File: src/rtl/bin_to_bcd_seq.sv
// Sequential 32-bit binary to 8-digit packed BCD converter (shift-add-3, one bit per cycle).
// Optional build macro BIN_TO_BCD_SAT_EN: overflowing inputs load 32'h9999_9999 instead of value mod 10^8.
module bin_to_bcd_seq (
    input  logic        clk,
    input  logic        resetn,
    input  logic [31:0] i_bin,
    input  logic [7:0]  i_dps,
    input  logic        i_valid,
    output logic        o_ready,
    output logic [31:0] o_data,
    output logic [7:0]  o_dps,
    output logic        o_ovf,
    output logic        o_valid
);

    typedef enum logic [1:0] {
        IDLE,
        CONVERT,
        DONE
    } state_t;

    state_t      state;
    logic [31:0] shreg;
    logic [31:0] acc;
    logic [4:0]  cnt;
    logic [7:0]  dps_q;
    logic        ovf_q;

    logic [30:0] acc_adj;
    logic [31:0] acc_next;
    logic [31:0] result_data;

    // NOTE: every combinational output gets a default first so no path leaves it unassigned (no latch).
    always_comb begin
        acc_adj = acc[30:0];
        for (int k = 0; k < 7; k++) begin
            if (acc[4*k +: 4] >= 4'd5)
                acc_adj[4*k +: 4] = acc[4*k +: 4] + 4'd3;
        end
        // Top digit: its carry-out is discarded by the shift, so only its low three bits are kept.
        if (acc[31:28] >= 4'd5)
            acc_adj[30:28] = acc[30:28] + 3'd3;
        acc_next = {acc_adj, shreg[31]};
    end

    always_comb begin
`ifdef BIN_TO_BCD_SAT_EN
        result_data = ovf_q ? 32'h9999_9999 : acc_next;
`else
        result_data = acc_next;
`endif
    end

    // NOTE: sequential state uses non-blocking assignments so all registers update from pre-edge values.
    always_ff @(posedge clk or negedge resetn) begin
        if (!resetn) begin
            state   <= IDLE;
            shreg   <= '0;
            acc     <= '0;
            cnt     <= '0;
            dps_q   <= '0;
            ovf_q   <= 1'b0;
            o_ready <= 1'b1;
            o_data  <= '0;
            o_dps   <= '0;
            o_ovf   <= 1'b0;
            o_valid <= 1'b0;
        end else begin
            case (state)
                IDLE: begin
                    o_valid <= 1'b0;
                    if (i_valid) begin
                        shreg   <= i_bin;
                        acc     <= '0;
                        cnt     <= 5'd31;
                        dps_q   <= i_dps;
                        ovf_q   <= (i_bin > 32'd99_999_999);
                        o_ready <= 1'b0;
                        state   <= CONVERT;
                    end
                end
                CONVERT: begin
                    acc   <= acc_next;
                    shreg <= {shreg[30:0], 1'b0};
                    if (cnt == 5'd0) begin
                        o_data  <= result_data;
                        o_dps   <= dps_q;
                        o_ovf   <= ovf_q;
                        o_valid <= 1'b1;
                        state   <= DONE;
                    end else begin
                        cnt <= cnt - 5'd1;
                    end
                end
                DONE: begin
                    o_valid <= 1'b0;
                    o_ready <= 1'b1;
                    state   <= IDLE;
                end
                default: begin
                    o_valid <= 1'b0;
                    o_ready <= 1'b1;
                    state   <= IDLE;
                end
            endcase
        end
    end

endmodule

File: config.mk
export PLATFORM = sky130hd
export DESIGN_NAME = bin_to_bcd_seq
export DESIGN_NICKNAME = d
export VERILOG_FILES = /design/src/rtl/bin_to_bcd_seq.sv
export SDC_FILE = /design/constraint.sdc
export NUM_CORES = 1
export LEC_CHECK = 0
export CORE_AREA = 8 8 129 131
export DETAILED_ROUTE_END_ITERATION = 10
export DIE_AREA = 0 0 137 139
export SLEW_MARGIN = 20
export SYNTH_ARGS = -nofsm -noshare
export SYNTH_HDL_FRONTEND = slang
export SYNTH_SLANG_ARGS = --single-unit
File: constraint.sdc
create_clock -name clk -period 1.8 [get_ports clk]
set_input_delay 0.18 -clock clk [delete_from_list [all_inputs] [get_ports clk]]
set_output_delay 0.18 -clock clk [all_outputs]
set_load 0.1 [all_outputs]
## Yosys cells after proc, flatten, opt, wreduce, memory -nomap -nowiden

Cells that the tools add are included.

| word-level totals | value |
|---|---|
| bits in registers | 123 |
| output and inout bits | 43 |
| logic and storage cells | 65 |

| cells by class | value |
|---|---|
| add/sub/neg operators | 9 |
| order comparisons | 9 |
| equal/unequal tests | 4 |
| multiplexer cells | 22 |
| bitwise gates (word level) | 1 |
| reductions and logical operators | 9 |

Operator list:

| operator | count |
|---|---|
| 32-bit case mux with 2 select lines | 2 |
| 32-bit 2-to-1 mux | 2 |
| 4-bit by 3-bit greater-or-equal comparator with 1-bit output, second input constant | 8 |
| 32-bit by 27-bit > comparator with 1-bit output, second input constant | 1 |
| 4-bit by 2-bit adder with 4-bit output, second input constant | 7 |
| 4-bit 2-to-1 mux | 7 |
| 5-bit 2-to-1 mux | 2 |
| 5-bit case mux with 2 select lines | 1 |
| 2-bit AND reduction | 5 |
| 2-bit != test, second input constant | 3 |
| 5-bit zero test | 1 |
| 5-bit by 1-bit subtractor with 5-bit output, second input constant | 1 |
| 2-bit 2-to-1 mux | 2 |
| 2-bit case mux with 2 select lines | 1 |
| 3-bit by 2-bit adder with 3-bit output, second input constant | 1 |
| 1-bit 2-to-1 mux | 3 |
| 3-bit 2-to-1 mux | 1 |
| 3-bit AND reduction | 1 |
| 2-bit by 1-bit == test with 1-bit output, second input constant | 1 |
| 2-bit zero test | 1 |
| 1-bit case mux with 2 select lines | 1 |
| 2-bit nonzero test | 1 |
| 1-bit NOT | 1 |

## Depth between registers and ports, before layout

Gate-level depths: netlist of the first run.

| logic depth | value |
|---|---|
| depth in word-level cells | 3 |
| depth in mapped cells | 9 |

## Worst setup path after synthesis of the first run

No wires, ideal clock.

| path | value |
|---|---|
| path kind | reg-to-reg |
| start point | register cnt[0] |
| end point | register o_data[11] |
| arrival time | 1792 ps |
| setup slack | -74 ps |
| stages on the path, launching flop included | 10 |
| buffers on the path | 2 |
| period minus slack after synthesis | 1874 ps |
| path through | dfrtp_1 -> inv_1 -> ha_1 -> or4b_4 -> or2_1 -> buf_6 -> clkinv_4 -> buf_12 -> nor2_2 -> a31oi_2 |

| between the ends | value |
|---|---|
| cells in the longest elaborated chain, start to end | 2 |

RTL lines:

| element | line | text |
|---|---|---|
| start, declared | 25 | `logic [4:0] cnt;` |
| start signal, assigned | 92 | `cnt <= cnt - 5'd1;` |
| 5-bit zero test | 85 | `if (cnt == 5'd0) begin` |
| 2-bit AND reduction (no line) | n/a |  |
| end signal, assigned | 86 | `o_data <= result_data;` |
| end, declared | 10 | `output logic [31:0] o_data,` |

Every way passes these cells.
A chain may end at the register's enable or synchronous reset.

## Worst setup path after layout of the first run

| path | value |
|---|---|
| start point | register cnt[0] |
| end point | register o_data[31] |

Same word-level chain as after synthesis.

==> results of run 1 <==
state kept, by name, indices dropped and copies added (netlist names):
| signal | flops |
|---|---|
| o_dps | 8 |
| o_data | 32 |
| o_valid | 1 |
| state | 2 |
| o_ready | 1 |
| o_ovf | 1 |
| ovf_q | 1 |
| dps_q | 8 |
| acc | 32 |
| shreg | 32 |
| cnt | 5 |
worst max-delay path by stage:
| stage | end | slack (ns) | depth (start not counted) |
|---|---|---|---|
| after floorplan | o_data[11] | -0.07 | 9 |
| after global placement | ovf_q | -0.21 | 5 |
| after detailed placement | ovf_q | -0.23 | 5 |
| after CTS | o_data[16] | -0.02 | 7 |
| after global routing | o_data[8] | -0.09 | 6 |
| final | o_data[31] | -0.02 | 7 |
final cells by class:
| cell class | instances | area (µm²) | area share (%) |
|---|---|---|---|
| clock inverter | 6 | 82.6 | 1.11 |
| inverter | 20 | 87.6 | 1.18 |
| timing repair buffer | 109 | 995 | 13.3 |
| sequential | 123 | 3080 | 41.3 |
| tap | 188 | 235 | 3.16 |
| clock buffer | 25 | 526 | 7.05 |
| multi-input combinational | 451 | 2450 | 32.9 |
per-stage QoR:
stage | utilization (%) | cells | setup slack, ns
final | 50.5 | 922 | -0.0228
after global routing | 50.5 | 922 | -0.0889
after CTS | 50.2 | 921 | -0.0197
after detailed placement | 45.9 | 889 | -0.230
after global placement | 45.9 | 889 | -0.211
after floorplan | - | 631 | -0.0737
cells in the mapped netlist, drive strengths merged (3+ instances only):
cell type / number / area (µm²)
buf: 14 / 93.8
clkbuf: 23 / 86.3
nand2b: 9 / 56.3
a21oi: 23 / 115
dfrtp: 122 / 3050
nand2: 158 / 593
nor3: 11 / 55.1
or3b: 5 / 43.8
nor2: 44 / 175
ha: 17 / 213
xnor2: 8 / 70.1
nand3: 30 / 150
o21ai: 70 / 350
nand4: 3 / 18.8
nor3b: 11 / 82.6
a31oi: 36 / 250
mux2: 8 / 90.1
inv: 19 / 71.3
placed cells by master (no fill, tap or decap), types with 10 or more instances in the layout:
cell type / n
sky130_fd_sc_hd__dfrtp_1: 122
sky130_fd_sc_hd__nor3_1: 10
sky130_fd_sc_hd__nor2_1: 39
sky130_fd_sc_hd__o21ai_1: 22
sky130_fd_sc_hd__a31oi_1: 32
sky130_fd_sc_hd__nand3_1: 30
sky130_fd_sc_hd__inv_1: 19
sky130_fd_sc_hd__nor3b_1: 10
sky130_fd_sc_hd__ha_1: 16
sky130_fd_sc_hd__clkdlybuf4s50_1: 41
sky130_fd_sc_hd__buf_4: 61
sky130_fd_sc_hd__o21ai_0: 48
sky130_fd_sc_hd__a21oi_1: 19
sky130_fd_sc_hd__nand2_1: 158
sky130_fd_sc_hd__clkbuf_16: 18
worst max-delay path: stages (launching register included):
cell and delay, ns:
sky130_fd_sc_hd__dfrtp_1 0.37, sky130_fd_sc_hd__inv_1 0.06, sky130_fd_sc_hd__ha_1 0.15, sky130_fd_sc_hd__or4b_4 0.46, sky130_fd_sc_hd__or2_4 0.31, sky130_fd_sc_hd__clkbuf_16 0.21, sky130_fd_sc_hd__nand2_1 0.07, sky130_fd_sc_hd__o21ai_1 0.05
repair_timing:
action,in CTS,in global routing
gates cloned,0,1
endpoints found under the hold margin,32,0
pin swaps,0,0
gates resized for setup,3,13
endpoints found under the setup margin,41,47
hold buffers,1,0
power by group through the flow:
stage          Combinational, mW  Clock [mW]  Sequential [mW]
5_1_grt                     7.98        3.67             4.98
3_3_place_gp                7.06           0             4.77
6_report                    7.31        3.46             4.81
2_1_floorplan               3.07           0             7.16
4_1_cts                     7.29        3.53             4.80
3_5_place_dp                7.25           0             4.83
routing by layer:
metal	global-route usage (%)	wire (µm)	up-vias
li1	-	-	2322
met1	20.2	6580	2269
met2	22.0	6440	93
met3	4.02	686	7
met4	5.61	84	0
met5	0	0	-
cell families (layout without fill, tap and decap cells):
kind of cell | after synthesis | in the layout | share of synthesized area, %
adder cells (fa/ha/maj) | 17 | 17 | 3.70
XOR/XNOR | 10 | 10 | 1.52
multiplexers | 8 | 8 | 1.57
AND/OR/NAND/NOR | 282 | 282 | 21.9
flip-flops | 123 | 123 | 53.6
AO/OA/AOI/OAI | 134 | 134 | 13.2
buffers and inverters | 57 | 160 | 4.53
==> metrics.cfg, run 1 <==
[synthesis]
ys_types = 41
synth_edf_count = 0
synthesis.nets = 691
synthesis.instances = 631
combined_area_of_all_synthesized_cells_um2 = 5750
ys_async_sr_fraction_pct = 100
synth_ff_type = sky130_fd_sc_hd__dfrtp_1
synth.avg_cell_area_um2 = 9.11
synthesis.yosys.warnings = 0
ys_seq_elements = 123
synth_seq_area_share_pct = 53.6

[pwr]
totalPowerFinal_mw = 15.6
netSwitchingFraction_pct = 45.6
share_seq_of_total_power_pct = 30.9
clockPowerShare_pct = 22.2
power_report.internal_total_mw = 8.48
static-leakage-power_nw = 3.39
power.ir.vdd_worst_uv = 833
cellPowerDensity_nw_per_um2 = 2090
power_switching_mw = 7.09
share_comb_of_total_power_pct = 46.9

[clocking]
clock-root-buffer = sky130_fd_sc_hd__clkbuf_16
clk_path_buf_depth = 2
cts_tree = built
htree_levels = 4
clk_latency_ns = 0.42
worst_setup_hold_path_clk_slew_ns = 0.05
tritoncts_num_sinks = 123
tritoncts.num_buffers = 17
post-cts-setup-buffers = 0

[global_routing]
grt_overflow = 0
first_global_vias = 4641
maximum_number_of_pins_on_one_net_before_global_route_repair = 124
grt_use_total_pct = 14.9
antenna_found_initial = 0
grt_pass1_wl_um = 22700

[cells_and_area]
post_route_cells_drive_above_1_share_pct = 18.1
antennaDiodeCount = 0
syn2layout_area_growth_pct = 29.7
final_area_um2 = 7450
nets = 782
fillers = 1356

[setup_path]
setup.worst_path.class = reg -> reg
r2r_setup_slack_ns = -0.02
setup.worst_path.start = cnt[0]
crit_fanout = 23
cp.arrival_ns = 2.11
worst-r2r-cell-count = 7
start_kind = flip-flop
worst_r2r_endpoint = o_data[31]
worstReg2RegStart = cnt[0]
cp_capture_type = flip-flop
critical_path_required_ns = 2.09

[timing]
fin_skew_ns = 0.0125
timing.fmax_mhz = 549
final.period_utilization_pct = 101
max_slew_margin_pct = 64.3
timing_max_transition_violations_final = 0
tns_ns = -0.145
final.setup.worst_slack_ns = -0.0228
hold_ws_ns = 0.284
setup_violations = 9
period_minus_slack_ns = 1.82
unrepaired_setup_endpoints_after_global_routing = yes
final_hold_viol_count = 0
max_slew.worst_pin.slew_ns = 0.536

[floorplan]
initial_core_utilization_pct = 38.9
io-pin-count = 86
floorplan.die.width_um = 137
core.rowCount = 45
die_height_um = 139
core_region_area_um2 = 14800
dieArea_um2 = 19000

[placed_design]
placement.io_buffers = 85
postPlaceCellArea_um2 = 6770
globalplace.congestion = 0.827
dp.final_hpwl_um = 9230

[drt]
ant_nets = 0
post_drt_via_cell_ratio = 5.09
detailedRoute.firstIterationViolations = 254
routedWlPerCell_um = 15.0
totalWireLength_um = 13800
drt_pre_antenna_iters = 5
post-route-drc-count = 0
detailroute.via_count = 4691

[outcome]
failed_checks = negative setup slack
run_status = finished with violations

[flow_run]
drv.max_cap_violation_count = 0

[min_path]
type_of_the_tightest_min_delay_check = in -> async

Note: power is estimated with default switching activity, not from simulation.
==> run 2: changes to the inputs <==
Settings changed: CORE_AREA 8 8 129 131 to 2 2 112 114, DIE_AREA 0 0 137 139 to 0 0 114 116, PLACE_DENSITY set to 0.75.
==> metrics.cfg, run 2 (synthesis results as in run 1) <==
[pwr]
power.ir.vdd_worst_uv = 923  ; was 833 µV
netSwitchingFraction_pct = 44.9  ; was 45.6%
static-leakage-power_nw = 3.51  ; was 3.39 nW
power_report.internal_total_mw = 8.95  ; was 8.48 mW
clockPowerShare_pct = 23.6  ; was 22.2%
share_comb_of_total_power_pct = 46.5  ; was 46.9%
share_seq_of_total_power_pct = 29.9  ; was 30.9%
power_switching_mw = 7.31  ; was 7.09 mW
totalPowerFinal_mw = 16.3  ; was 15.6 mW
cellPowerDensity_nw_per_um2 = 2110  ; was 2090 nW/µm²

[cells_and_area]
post_route_cells_drive_above_1_share_pct = 22.0  ; was 18.1%
syn2layout_area_growth_pct = 34.1  ; was 29.7%
finalCoreUtilization_pct = 64.7  ; was 50.5%
most-common-layout-cells = sky130_fd_sc_hd__nand2_1, sky130_fd_sc_hd__dfrtp_1, sky130_fd_sc_hd__buf_4, sky130_fd_sc_hd__o21ai_0, sky130_fd_sc_hd__clkdlybuf4s50_1  ; unchanged
area_used_by_multi_input_combinational_logic_um2 = 2570  ; was 2450 µm²
nets = 791  ; was 782
post_layout_nonfiller_instances = 891  ; was 922
biggestRegsByFlops = acc (32), o_data (32), shreg (32)  ; unchanged
antennaDiodeCount = 0  ; unchanged
fillers = 946  ; was 1356
layout_commonest_cell = sky130_fd_sc_hd__nand2_1  ; unchanged
ff_latch_area_um2 = 3080  ; unchanged
final_area_um2 = 7700  ; was 7450 µm²

[setup_path]
crit_fanout = 12  ; was 23
start_kind = flip-flop  ; unchanged
worstReg2RegStart = cnt[0]  ; unchanged
cp.arrival_ns = 2.17  ; was 2.11 ns
timing.critical_path.max_delay_family = simple AND/OR/NAND/NOR gates  ; unchanged
path_depth = 7  ; unchanged
cp_capture_type = flip-flop  ; unchanged
critPathCapture = o_data[21]  ; was o_data[31]
setup.worst_path.start = cnt[0]  ; unchanged
r2r_setup_slack_ns = -0.07  ; was -0.02 ns
worst-path-buf-inv = 2  ; unchanged
worst_r2r_endpoint = o_data[21]  ; was o_data[31]
critical_path_required_ns = 2.10  ; was 2.09 ns
largest_stage_delay_on_the_critical_path_ns = 0.47  ; was 0.46 ns
setup.worst_path.class = reg -> reg  ; unchanged
cpMaxStageDelayCell = sky130_fd_sc_hd__or4b_4  ; unchanged
worst-r2r-cell-count = 7  ; unchanged
crit_path_cell_trace = inv_1 -> ha_2 -> or4b_4 -> or2_4 -> clkbuf_16 -> nand2_1 -> o21ai_1  ; was inv_1 -> ha_1 -> or4b_4 -> or2_4 -> clkbuf_16 -> nand2_1 -> o21ai_1

[global_routing]
use_met2_pct = 31.9  ; was 22.0%
globalRouteMet1Util_pct = 26.8  ; was 20.2%
met3_usage_pct = 5.07  ; was 4.02%
grt_use_total_pct = 20.3  ; was 14.9%
maximum_number_of_pins_on_one_net_before_global_route_repair = 65  ; was 124
first_global_vias = 4601  ; was 4641
busiest_layer = met2  ; unchanged
grt_overflow = 0  ; unchanged
antenna_found_initial = 0  ; unchanged
grt_pass1_wl_um = 21200  ; was 22700 µm

[timing]
final.period_utilization_pct = 104  ; was 101%
setup_violations = 35  ; was 9
tns_ns = -1.48  ; was -0.145 ns
fin_skew_ns = 0.00560  ; was 0.0125 ns
final.setup.worst_slack_ns = -0.0719  ; was -0.0228 ns
timing.fmax_mhz = 534  ; was 549 MHz
final_hold_viol_count = 0  ; unchanged
unrepaired_setup_endpoints_after_global_routing = yes  ; unchanged
max_slew.worst_pin.slew_ns = 0.578  ; was 0.536 ns
period_minus_slack_ns = 1.87  ; was 1.82 ns
max_slew_margin_pct = 61.5  ; was 64.3%
timing_max_transition_violations_final = 0  ; unchanged
hold_ws_ns = 0.103  ; was 0.284 ns

[placed_design]
globalplace.congestion = 0.846  ; was 0.827
post-place-ws_ns = -0.335  ; was -0.230 ns
dp.final_hpwl_um = 8660  ; was 9230 µm
placedCellCount = 849  ; was 889
postPlaceCellArea_um2 = 6740  ; was 6770 µm²
placement.io_buffers = 85  ; unchanged

[clocking]
clk_latency_ns = 0.42  ; about the same
tritoncts_num_sinks = 123  ; unchanged
clock-root-buffer = sky130_fd_sc_hd__clkbuf_16  ; unchanged
tritoncts.num_buffers = 17  ; unchanged
clk_path_buf_depth = 2  ; unchanged
cts_tree = built  ; unchanged
htree_levels = 4  ; unchanged
worst_setup_hold_path_clk_slew_ns = 0.05  ; about the same

[drt]
routedWlPerCell_um = 15.5  ; was 15.0 µm
detailedRoute.firstIterationViolations = 416  ; was 254
totalWireLength_um = 13800  ; about the same
post-route-drc-count = 0  ; unchanged
ant_nets = 0  ; unchanged
post_drt_via_cell_ratio = 5.50  ; was 5.09
drt_pre_antenna_iters = 5  ; unchanged
detailroute.via_count = 4901  ; was 4691

[floorplan]
initial_core_utilization_pct = 48.2  ; was 38.9%
core.rowCount = 40  ; was 45
core_region_area_um2 = 11900  ; was 14800 µm²
dieArea_um2 = 13200  ; was 19000 µm²
die_height_um = 116  ; was 139 µm
io-pin-count = 86  ; unchanged
floorplan.die.width_um = 114  ; was 137 µm

[min_path]
type_of_the_tightest_min_delay_check = in -> async  ; unchanged

[flow_run]
drv.max_cap_violation_count = 0  ; unchanged

[outcome]
failed_checks = negative setup slack  ; unchanged
run_status = finished with violations  ; unchanged

[run 2: cell types whose count changed in the layout (fill, tap and decap cells not counted), moves of 2 or more]
cell	delta
sky130_fd_sc_hd__buf_6	+3
sky130_fd_sc_hd__bufinv_16	+4
sky130_fd_sc_hd__clkbuf_16	+2
sky130_fd_sc_hd__clkbuf_8	-6
sky130_fd_sc_hd__inv_6	+2
sky130_fd_sc_hd__nand2_1	-14
sky130_fd_sc_hd__nand2_2	+8
sky130_fd_sc_hd__nand2_4	+6
sky130_fd_sc_hd__nor2_2	-3
sky130_fd_sc_hd__nor2_4	+4
sky130_fd_sc_hd__o21ai_1	-5
sky130_fd_sc_hd__o21ai_2	+6
[run 2: repair_timing]
action,in CTS,in global routing
resized for setup,2,49
gates cloned,0,8
setup endpoints to repair,41,48
buffers inserted,0,1
hold endpoints to repair,122,0
hold buffers,1,0
pin swaps,0,16
[run 2: how the worst min path moves through the flow]
stage | startpoint | endpoint | cells past startpoint
6_report | resetn | o_data[13] | 2
5_1_grt | resetn | o_data[13] | 2
4_1_cts | resetn | o_data[13] | 2
3_5_place_dp | resetn | o_data[13] | 1
3_3_place_gp | resetn | o_data[13] | 1
2_1_floorplan | resetn | acc[0] | 0
[run 2: worst reg2reg max path, cell delays in order (launching register included)]
cell and delay [ns]:
sky130_fd_sc_hd__dfrtp_1 0.39, sky130_fd_sc_hd__inv_1 0.07, sky130_fd_sc_hd__ha_2 0.17, sky130_fd_sc_hd__or4b_4 0.47, sky130_fd_sc_hd__or2_4 0.34, sky130_fd_sc_hd__clkbuf_16 0.20, sky130_fd_sc_hd__nand2_1 0.06, sky130_fd_sc_hd__o21ai_1 0.05
[run 2: power by group through the flow]
stage               Combinational [mW]  Clock, mW  Sequential (mW)
detailed placement                7.26          0             4.81
CTS                               7.31       3.87             4.78
floorplan                         3.07          0             7.16
finish                            7.56       3.83             4.87
global route                      8.18       4.01             5.02
global placement                  7.01          0             4.74
[run 2: metal layers]
layer / vias to the layer above / share of wire, %
met5: - / 0
met4: 0 / 2.4
met3: 26 / 5.2
met2: 157 / 48
met1: 2371 / 44
li1: 2347 / -
[run 2: final cells by class]
| class | instances | area share [%] |
|---|---|---|
| flip-flops and latches | 123 | 40.0 |
| multi-input cells | 452 | 33.4 |
| repair buffers | 115 | 14.3 |
| clock buffers | 20 | 5.80 |
| clock inverters | 12 | 2.84 |
| well taps | 147 | 2.39 |
| inverters | 20 | 1.14 |
| repair inverters | 2 | 0.227 |
==> run 3: changes to the inputs <==
Settings changed: CTS_CLUSTER_SIZE set to 12.
==> results of run 3 <==
Final layout, timing and power as in run 2 (identical DEF).
